===== config.mk =====
export PLATFORM = sky130hd
export DESIGN_NAME = exec_pipe
export DESIGN_NICKNAME = d
export VERILOG_FILES = /design/src/rtl/exec_pipe.sv
export SDC_FILE = /design/constraint.sdc
export NUM_CORES = 2
export LEC_CHECK = 0
export BUFFER_PORTS_ARGS = -buffer_cell sky130_fd_sc_hd__buf_4
export CORE_MARGIN = 5
export CORE_UTILIZATION = 45
export CTS_CLUSTER_SIZE = 8
export DETAILED_ROUTE_END_ITERATION = 12
export SETUP_SLACK_MARGIN = 0.5
export SLEW_MARGIN = 30
export SYNTH_ARGS = -nofsm -noshare
export SYNTH_HDL_FRONTEND = slang
export SYNTH_SLANG_ARGS = --single-unit

===== constraint.sdc =====
create_clock -name clk -period 6.71 [get_ports clk]
set_clock_uncertainty 0.15 [all_clocks]
set_input_delay 1.342 -clock clk [delete_from_list [all_inputs] [get_ports clk]]
set_output_delay 1.342 -clock clk [all_outputs]
set_load 0.02 [all_outputs]

===== src/rtl/exec_pipe.sv =====
// Two-stage EX/WB datapath: regfile read, operand select, ALU, WB register.
// Define EXEC_PIPE_FORWARD_EN to bypass the pending WB result into EX reads.
module exec_pipe #(
  parameter int WIDTH     = 32,
  parameter int ADD_WIDTH = 5,
  parameter int A0_ADDR   = 10
) (
  input  logic                 clk,
  input  logic                 rst,
  input  logic                 in_valid,
  output logic                 in_ready,
  input  logic                 hold,
  input  logic [ADD_WIDTH-1:0] rs1,
  input  logic [ADD_WIDTH-1:0] rs2,
  input  logic [ADD_WIDTH-1:0] rd,
  input  logic                 reg_write,
  input  logic                 alu_src,
  input  logic [2:0]           alu_ctrl,
  input  logic [WIDTH-1:0]     imm_op,
  output logic                 wb_valid,
  output logic [ADD_WIDTH-1:0] wb_rd,
  output logic [WIDTH-1:0]     wb_data,
  output logic                 eq,
  output logic [WIDTH-1:0]     a0
);

  localparam int DEPTH = 2 ** ADD_WIDTH;
  localparam int SW    = $clog2(WIDTH);
  localparam logic [ADD_WIDTH-1:0] A0 = A0_ADDR[ADD_WIDTH-1:0];

  logic [WIDTH-1:0] rf [DEPTH];
  logic             wb_we;
  logic             wr_en;
  logic             accept;
  logic [WIDTH-1:0] rd1;
  logic [WIDTH-1:0] rd2;
  logic [WIDTH-1:0] op1;
  logic [WIDTH-1:0] op2;
  logic [WIDTH-1:0] alu;

  assign in_ready = ~hold;
  assign accept   = in_valid & in_ready;
  assign wr_en    = wb_valid & wb_we & (wb_rd != '0);
  assign a0       = rf[A0];

  always_comb begin
    rd1 = (rs1 == '0) ? '0 : rf[rs1];
    rd2 = (rs2 == '0) ? '0 : rf[rs2];
`ifdef EXEC_PIPE_FORWARD_EN
    if (wr_en && wb_rd == rs1) rd1 = wb_data;
    if (wr_en && wb_rd == rs2) rd2 = wb_data;
`endif
  end

  assign op1 = rd1;
  assign op2 = alu_src ? imm_op : rd2;

  always_comb begin
    alu = '0;
    unique case (alu_ctrl)
      3'b000: alu = op1 + op2;
      3'b001: alu = op1 - op2;
      3'b010: alu = op1 & op2;
      3'b011: alu = op1 | op2;
      3'b100: alu = op1 ^ op2;
      3'b101: alu = {{(WIDTH-1){1'b0}},
                     $signed(op1) < $signed(op2)};
      3'b110: alu = op1 << op2[SW-1:0];
      3'b111: alu = {{(WIDTH-1){1'b0}}, op1 < op2};
    endcase
  end

  // x0 is never written, so its entry stays at the reset value of zero.
  always_ff @(posedge clk) begin
    if (rst) begin
      wb_valid <= 1'b0;
      wb_we    <= 1'b0;
      wb_rd    <= '0;
      wb_data  <= '0;
      eq       <= 1'b0;
      for (int i = 0; i < DEPTH; i++) rf[i] <= '0;
    end else begin
      if (wr_en) rf[wb_rd] <= wb_data;
      wb_valid <= accept;
      wb_we    <= accept & reg_write;
      if (accept) begin
        wb_rd   <= rd;
        wb_data <= alu;
        eq      <= (op1 == op2);
      end
    end
  end

endmodule


==> flow_summary.json <==
{
  "status": "complete, no violations",
  "period_needed_ns": 6.15,
  "layout_commonest_cell": "edfxtp_1",
  "ys_ff_latch": 1064,
  "ys_dominant_reg_cell": "edfxtp_1",
  "first_global_vias": 47823,
  "setup_tns_ns": 0,
  "firstDrtPassIters": 5,
  "hold_viol_final": 0,
  "clkTransAtPathRegs_ns": 0.06,
  "cts_inserted_buffers": 152,
  "drive_gt1_share_pct": 24.3,
  "dp_hpwl_mm": 173,
  "first_iter_violations": 7022,
  "power_density_nw_per_um2": 249,
  "nets": 5707,
  "boundaryPins": 128,
  "grt.overflow.total": 0,
  "most-common-layout-cells": "1,024 x edfxtp_1, 1,001 x and2_1, 652 x buf_4, 414 x mux2i_1, 314 x mux4_2",
  "p_leak_nw": 28.7,
  "routed_wl_mm": 261,
  "cts_tree": "built",
  "crit_required_ns": 7.21,
  "antenna_found_initial": 18,
  "nFillCells": 12054,
  "vias_per_cell": 6.53,
  "end_kind": "flop",
  "synth_seq_area_share_pct": 49.4,
  "path_max_fanout": 24,
  "synth-edff-count": 1024,
  "drv_cap": 0,
  "ctsHoldBuffers": 0,
  "async_flop_share_pct": 0,
  "syn_to_final_growth_pct": 16.5,
  "chipWidth_um": 387,
  "ys_types": 106,
  "finalSetupViolCount": 0,
  "dpl-instance-area_sq_um": 70100,
  "place.gp.congestion": 0.986,
  "root_buffer": "clkbuf_16",
  "worstSetupPathType": "in2reg",
  "port_buffers": 127,
  "syn-cell-area_sq_um": 63900,
  "placed_cells": 7287,
  "rsz0062_at_grt": "yes",
  "slew_headroom_pct": 29.7,
  "worst_pin_slew_ns": 1.06,
  "netlist_instances": 5165,
  "yosysWarnings": 0,
  "peakVddDrop_v": 0.000221,
  "rows": 138,
  "cts_max_path_buffers": 3,
  "postLayoutCellArea_sq_um": 74400,
  "htree_levels": 4,
  "final_cells": 7492,
  "hold_path.class": "reg2reg",
  "gr-usage-all-layers_pct": 33.8,
  "clk_latency_ns": 0.80,
  "start_kind": "primary input",
  "dpl_worst_slack_ns": -0.383,
  "die_h_um": 387,
  "wire_per_inst_um": 34.8,
  "cts.sinks": 1064,
  "grt_max_degree": 53,
  "grt_pass1_wl_mm": 363,
  "ant_nets": 0,
  "arrival_ns": 6.65,
  "routed-via-count": 48930,
  "finalWorstSetupSlack_ns": 0.559,
  "fin_crit_sh_pct": 91.7,
  "core_sq_um": 141000,
  "start_util_pct": 45.2,
  "die_area_sq_um": 150000,
  "syn_avg_cell_area_sq_um": 12.4,
  "fmax_mhz": 163,
  "maxSlewViolCount": 0,
  "route.detailed.drc": 0
}
## final timing paths
kind                 endpoint  cells after the start  slack, ns       from
hold reg to reg            eq                      2       0.32         eq
hold / removal             eq                      2       0.32         eq
setup / recovery  wb_data[26]                     19       0.56     rs2[2]
setup reg to reg  wb_data[30]                     18       1.21  rf[27][3]
## cell families after synthesis
family,share of synthesized area (%)
mux,18.8
other cells,0.00587
fa+ha+maj,1.96
buf+inv,4.65
xor+xnor,0.343
flops,49.4
compound gates,9.68
simple gates,15.2
## sequential cells by signal, summed over array words and instances (netlist names)
register and cells:
wb_data 32, wb_we 1, rf 1024, wb_valid 1
eq 1, wb_rd 5
## per-stage QoR
stage          total power (W)  hold WS, ns  util, %
6_report                0.0185        0.319     52.6
5_1_grt                 0.0190        0.359     52.6
4_1_cts                 0.0185        0.316     52.6
3_5_place_dp            0.0114        0.307     49.6
3_3_place_gp            0.0114        0.296     49.6
2_1_floorplan          0.00972        0.380        -
## synthesized netlist by cell type, drive strengths merged (106+ instances only)
cell       n  area [sq um]
nand2    203           769
clkbuf   348          1310
edfxtp  1024         30700
a21oi    178           891
o21ai    128           644
mux4     329          7470
buf      158          1240
and2    1002          6270
mux2i    418          4230
nor2     169           637
inv      106           398
o221ai   139          1220
## what timing repair did
item | in CTS | in global routing
setup endpoints to repair | 3 | 8
resized for setup | 1 | 11
pin swaps | 0 | 1
buffers inserted | 0 | 1
## where the power goes
part / switching (W) / internal (W)
Combinational: 0.00227 / 0.00144
Sequential: 0.000145 / 0.00751
Clock: 0.00301 / 0.00413
## critical path, cell delays in order
cell,delay (ns)
buf_4,0.23
nand2b_4,0.30
buf_12,0.22
buf_4,0.41
o221ai_1,0.31
a21oi_1,0.21
nor3_1,0.06
o21ai_1,0.47
nand2_1,0.16
ha_1,0.35
or4_4,0.46
or3_4,0.37
nor3_2,0.19
a311oi_2,0.18
or4_1,0.51
a32oi_1,0.36
o2111ai_1,0.18
a211oi_1,0.25
nor3_1,0.07
## layer usage
layer,global-route usage (%),vias up,part of all wire (%)
li1,-,20294,-
met1,46.6,24788,40
met2,50.7,3208,44
met3,7.10,640,11
met4,17.2,0,6.0
met5,0,-,0
## layout make-up
type	count	area, sq um	area share [%]
Sequential cell	1064	31600	42.4
Multi-Input combinational cell	3513	29800	40.1
Timing Repair Buffer	708	5980	8.04
Clock buffer	181	3940	5.30
Tap cell	1890	2360	3.18
Inverter	113	427	0.573
Clock inverter	18	312	0.419
Antenna cell	5	12.5	0.0168
Power figures use the tool's default switching activity.
